File: src/rtl/ebu_nway_arb_if.sv
// ebu_nway_arb_if: request/grant bundle between the bus requesters and the AHB manager arbiter
interface ebu_nway_arb_if #(
  parameter int NREQ = 3
);
  logic [NREQ-1:0] req;
  logic [2:0] hburst;
  logic hready;
  logic [NREQ-1:0] grant;
  logic [$clog2(NREQ)-1:0] owner;
  logic [NREQ-1:0] save;
  logic [NREQ-1:0] restore;
  logic [NREQ-1:0] dis;
  modport master (output req, hburst, hready, input grant, owner, save, restore, dis);
  modport slave (input req, hburst, hready, output grant, owner, save, restore, dis);
endinterface

File: src/rtl/ebu_nway_arb.sv
// ebu_nway_arb: N-requester AHB manager arbiter with burst locking and save/restore strobes
module ebu_nway_arb #(
  parameter int NREQ = 3,
  parameter bit RR = 1'b1
) (
  input logic hclk,
  input logic hreset,
  ebu_nway_arb_if.slave bus
);
  localparam int W = $clog2(NREQ);
  localparam logic [0:0] IDLE = 1'b0;
  localparam logic [0:0] LOCKED = 1'b1;
  logic [0:0] state;
  logic [W-1:0] owner, last, w;
  logic [NREQ-1:0] served, saved, elig, own_oh, others, win_oh, lost;
  logic [3:0] thr, thr_eff, cnt;
  logic fbd, fresh, multi, contend, done, sel, nxt_locked, fb;
  // Round-robin scans the doubled vector for the first set bit above last.
  function automatic logic [W-1:0] pick(input logic [NREQ-1:0] e, input logic [W-1:0] l);
    logic [2*NREQ-1:0] d;
    int p;
    d = {e, e};
    p = 0;
    for (int i = 2 * NREQ - 1; i >= 0; i--)
      if (d[i] && (RR ? i > int'(l) : i < NREQ)) p = i;
    return W'(p >= NREQ ? p - NREQ : p);
  endfunction
  always_comb begin
    elig = bus.req & ~served;
    own_oh = NREQ'(1) << owner;
    multi = |(elig & (elig - NREQ'(1)));
    contend = state == IDLE && multi;
    done = state == LOCKED && bus.hready && fbd;
    others = elig & ~own_oh;
    sel = contend || (done && (|others));
    w = pick(contend ? elig : others, last);
    win_oh = NREQ'(1) << w;
    nxt_locked = state == IDLE ? multi : !done || (|others);
    thr_eff = contend || fresh ? {&bus.hburst[2:1], bus.hburst[2], |bus.hburst[2:1], |bus.hburst[2:1]} : thr;
    fb = cnt == thr_eff;
    lost = contend && !hreset ? elig & ~win_oh : '0;
    bus.grant = hreset || (state == IDLE && !multi) ? elig : state == LOCKED ? own_oh : win_oh;
    bus.save = lost;
    bus.restore = state == LOCKED && !hreset ? own_oh & saved : '0;
    bus.dis = hreset ? '0 : (bus.req & served) | (state == LOCKED ? bus.req & ~own_oh : '0);
    bus.owner = owner;
  end
  // A new owner's beat count starts in its first granted cycle (fresh).
  always_ff @(posedge hclk or posedge hreset)
    if (hreset) begin
      state <= IDLE;
      owner <= '0;
      last <= W'(NREQ - 1);
      served <= '0;
      saved <= '0;
      thr <= '0;
      cnt <= '0;
      fbd <= 1'b0;
      fresh <= 1'b0;
    end else begin
      state <= nxt_locked ? LOCKED : IDLE;
      served <= (served | (done ? own_oh : '0)) & bus.req;
      saved <= nxt_locked ? saved | lost : '0;
      thr <= thr_eff;
      fresh <= done && (|others);
      owner <= !nxt_locked ? '0 : sel ? w : owner;
      last <= sel ? w : last;
      cnt <= !nxt_locked || done ? '0 : bus.hready ? (fb ? '0 : cnt + 4'd1) : cnt;
      fbd <= !nxt_locked || done ? 1'b0 : bus.hready ? fb : fbd;
    end
endmodule

File: src/flat_wrapper.sv
// flat-port wrapper written by rule: the top's interface ports become plain ports
module ebu_nway_arb_flat 
#(
  parameter int NREQ = 3,
  parameter bit RR = 1'b1
)
  (hclk, hreset, bus_req, bus_hburst, bus_hready, bus_grant, bus_owner, bus_save, bus_restore, bus_dis);
  ebu_nway_arb_if #(.NREQ(NREQ)) bus_i ();
  input logic hclk;
  input logic hreset;
  input wire logic [$bits(bus_i.req)-1:0] bus_req;
  input wire logic [$bits(bus_i.hburst)-1:0] bus_hburst;
  input wire logic [$bits(bus_i.hready)-1:0] bus_hready;
  output wire logic [$bits(bus_i.grant)-1:0] bus_grant;
  output wire logic [$bits(bus_i.owner)-1:0] bus_owner;
  output wire logic [$bits(bus_i.save)-1:0] bus_save;
  output wire logic [$bits(bus_i.restore)-1:0] bus_restore;
  output wire logic [$bits(bus_i.dis)-1:0] bus_dis;
  assign bus_i.req = bus_req;
  assign bus_i.hburst = bus_hburst;
  assign bus_i.hready = bus_hready;
  assign bus_grant = bus_i.grant;
  assign bus_owner = bus_i.owner;
  assign bus_save = bus_i.save;
  assign bus_restore = bus_i.restore;
  assign bus_dis = bus_i.dis;
  ebu_nway_arb #(.NREQ(NREQ), .RR(RR)) u_core (.hclk(hclk), .hreset(hreset), .bus(bus_i));
endmodule
File: config.mk
export PLATFORM = sky130hd
export DESIGN_NAME = ebu_nway_arb_flat
export DESIGN_NICKNAME = d
export VERILOG_FILES = /design/src/rtl/ebu_nway_arb_if.sv /design/src/rtl/ebu_nway_arb.sv /design/src/flat_wrapper.sv
export SDC_FILE = /design/constraint.sdc
export NUM_CORES = 1
export LEC_CHECK = 0
export CAP_MARGIN = 20
export CELL_PAD_IN_SITES_DETAIL_PLACEMENT = 0
export CELL_PAD_IN_SITES_GLOBAL_PLACEMENT = 2
export CORE_MARGIN = 3
export CORE_UTILIZATION = 35
export CTS_CLUSTER_DIAMETER = 40
export CTS_CLUSTER_SIZE = 25
export DETAILED_ROUTE_END_ITERATION = 6
export PLACE_DENSITY_LB_ADDON = 0.1
export SLEW_MARGIN = 5
export SYNTH_ARGS = -nofsm -noshare
export SYNTH_HDL_FRONTEND = slang
export SYNTH_SLANG_ARGS = --single-unit
File: constraint.sdc
create_clock -name hclk -period 14.7 [get_ports hclk]
set_clock_uncertainty 0.05 [all_clocks]
set_input_delay 4.41 -clock hclk [delete_from_list [all_inputs] [get_ports hclk]]
set_output_delay 4.41 -clock hclk [all_outputs]
set_load 0.01 [all_outputs]
==> impl_metrics.yaml <==
routing:
  via_per_inst: 5.63
  drc: 0
  ant_nets: 0
  routed.top_layer: "met4"
  drtPass1Iterations: 4
  dr_wl_met3_um: 143
  drtIter0Drc: 67
  avgRoutedWirePerCell_um: 16.4
  vias: 1358
  wl_met1_um: 1960
  routed_wl_um: 3960
  wl_met2_um: 1830
clocking:
  path_clk_slew_ps: 90
  cts_buffers: 3
  worstSkewPairLatency_ps: 270
  cts.sinks: 21
  cts_hold_buffers: 0
  htree_levels: 1
  cts.path.max_buffers: 2
  ctsResizeCount: 0
  cts_root_buf: "clkbuf_8"
  cts_tree: "done"
  cts_setup_buffers: 0
floorplanning:
  coreArea_um2: 4120
  ios: 23
  num_rows: 23
  die_y_um: 72.1
  die_area_um2: 5200
  initial_utilization_pct: 37.2
  die_width_um: 72.1
global_route:
  grt_usage_pct: 16.1
  grt_pass1_vias: 1342
  antenna_found_initial: 0
  grt_max_degree: 23
  grt_pass1_wl_um: 6670
  grt-ovfl-total: 0
critical_path:
  crit_path_end_kind: "output pin"
  cp_data_arrival_time_ps: 7750
  path_cells: "clkdlybuf4s50_1, nor2b_1, o311ai_1, nor2_1, o21ai_1, inv_1, ha_1, inv_1, a211oi_1, a32o_1, nand2_1, o221ai_1, clkdlybuf4s50_1"
  required_ps: 10240
  start_kind: "primary input"
  crit_type: "primary input to output pin"
  worstPathMaxFanout: 9
  critPathSlowestCell: "nor2b_1"
  cp_slowest_stage_delay_ps: 600
placement:
  io_buffers: 21
  dp_hpwl_um: 3060
  gp_congestion: 0.817
  placed_cells: 237
  place_ws_ps: 2530
logic_synthesis:
  yosys_warnings: 0
  yosys_most_used_dff: "dfrtp_1"
  ys_ff_latch: 21
  synthesis.area_um2: 1530
  synth_edf_count: 0
  syn_area_per_cell_um2: 8.84
  synthesis.nets: 184
  postSynthCellCount: 173
  synth_cell_types: 49
  yosysSeqAreaShare_pct: 34.5
  async_reset_ff_share_pct: 100
final_layout:
  seqCellArea_um2: 527
  areaGrowthSynthToFinish_pct: 17.6
  num-fill-cells: 422
  fin_cells: 241
  diodes: 0
  drive_above_1_share_pct: 8.38
  nets: 203
  multi_input_area_um2: 920
sta:
  fin_ws_ps: 2490
  post-route-period-util_pct: 83.0
  period_needed_ps: 12210
  finalHoldViolCount: 0
  max_freq_mhz: 81.9
  finalMaxSlewViolations: 0
  setup_viol: 0
  finalSetupTns_ps: 0
  rsz0062_at_grt: "no"
  slew_headroom_pct: 42.4
  tightest_slew_ps: 863
power:
  vdd.ir_drop.worst_mv: 0.0739
  swShare_pct: 43.9
  switching_power_uw: 136
  combPwrFrac_pct: 54.0
  seqPwrFrac_pct: 32.8
  power_density_nw_per_um2: 173
  p_int_uw: 174
  cellLeakagePower_nw: 0.734
  p_clk_share_pct: 13.2
status:
  outcome: "complete, no violations"
flow_run:
  maxCapViolCount: 0
worst_hold_path:
  hp-class: "flop to flop"
==> synth_stat cells (2+ instances only) <==
cell type	count	share of area, %
dfrtp_1	20	33
nand2_1	16	3.9
nor2_1	13	3.2
a21oi_1	10	3.3
inv_1	8	2.0
nor2b_1	8	3.3
o21a_1	8	3.9
o21ai_0	7	2.3
nand2b_1	6	2.5
and3_1	5	2.0
nand3_1	5	1.6
a22o_1	4	2.3
nor3b_1	4	2.0
xnor2_1	4	2.3
a32o_1	3	2.0
buf_2	3	0.98
buf_6	3	2.2
o311ai_1	3	1.7
a211oi_1	2	0.98
a21boi_0	2	0.98
a21o_1	2	0.98
ha_1	2	1.6
nand2b_4	2	1.8
nand3b_1	2	0.98
nor3_1	2	0.65
o211ai_1	2	0.98
o21ai_1	2	0.65
o221ai_1	2	1.1
o31ai_1	2	0.98
or3_1	2	0.82
==> kinds of logic after synthesis <==
family	count (synthesis)	synth area share, %
adders and majority gates	2	1.64
xor gates and xnor gates	5	2.86
and+or+nand+nor	69	24.9
muxes	1	0.655
buffers and inverters	15	5.40
AOI/OAI and AO/OA	60	30.1
DFF	21	34.5
==> power by group through the flow <==
stage               sequential (mW)  combinational [mW]  clock (mW)
finish                        0.102               0.168      0.0410
global route                  0.106               0.187      0.0446
CTS                           0.102               0.168      0.0418
detailed placement            0.104               0.167           0
global placement              0.103               0.162           0
floorplan                    0.0918               0.131           0
==> layer usage <==
metal | vias to the layer above | track usage [%]
met2 | 26 | 26.1
met1 | 652 | 22.6
met3 | 4 | 2.22
met4 | 0 | 4.38
li1 | 676 | -
met5 | - | 0
==> area by class of cell <==
class / count / area share (%)
Clock buffer: 3 / 2.30
Tap cell: 50 / 3.48
Clock inverter: 1 / 0.418
Multi-Input combinational cell: 137 / 51.1
Inverter: 8 / 1.67
Sequential cell: 21 / 29.3
Timing Repair Buffer: 21 / 11.7
==> worst paths after layout <==
check,start,to,slack (ps),depth (start not counted)
min in group asynchronous,hreset,u_core.served[0]$_DFF_PP0_,4810,2
worst min-delay path,u_core.saved[0]$_DFF_PP0_,u_core.saved[0]$_DFF_PP0_,440,1
max in group asynchronous,hreset,u_core.saved[1]$_DFF_PP0_,9260,2
worst max register to register,u_core.bus.owner[1]$_DFFE_PP0P_,u_core.saved[1]$_DFF_PP0_,11820,11
worst min register to register,u_core.saved[0]$_DFF_PP0_,u_core.saved[0]$_DFF_PP0_,440,1
worst max-delay path,bus_req[1],bus_grant[1],2490,13
==> flip-flops by register name, indices dropped and copies added, names as in the netlist <==
name / count
u_core.bus.owner: 2
u_core.cnt: 4
u_core.fbd: 1
u_core.fresh: 1
u_core.last: 2
u_core.saved: 3
u_core.served: 3
u_core.state: 1
u_core.thr: 4
==> worst max-delay path: cells and delay by family <==
kind                       cells  cell delay, ps
AOI/OAI and AO/OA              5            1020
adders and majority gates      1             180
buffers and inverters          4            1220
and+or+nand+nor                3             900
==> cell usage in the layout, fill, tap and decap left out, types with 3 or more instances in the layout <==
cell | netlist | routed
a32o_1 | 3 | 3
nor2b_1 | 8 | 8
nand3_1 | 5 | 5
o311ai_1 | 3 | 3
nor3b_1 | 4 | 4
nor2_1 | 13 | 13
inv_1 | 8 | 8
nand2b_1 | 6 | 6
a21oi_1 | 10 | 10
nand2_1 | 16 | 16
clkdlybuf4s50_1 | 0 | 21
o21ai_0 | 7 | 7
xnor2_1 | 4 | 4
and3_1 | 5 | 5
clkbuf_8 | 0 | 3
dfrtp_1 | 20 | 20
a22o_1 | 4 | 4
o21a_1 | 8 | 8
==> stage by stage <==
stage / utilization [%] / total power [mW] / hold slack, ps / instance area (um^2)
after floorplan: - / 0.223 / 390 / 1530
after global placement: 42.5 / 0.266 / 423 / 1750
after detailed placement: 42.5 / 0.271 / 424 / 1750
after CTS: 43.7 / 0.313 / 444 / 1800
after global routing: 43.7 / 0.337 / 449 / 1800
final: 43.7 / 0.311 / 439 / 1800
Note: power is estimated with default switching activity, not from simulation.
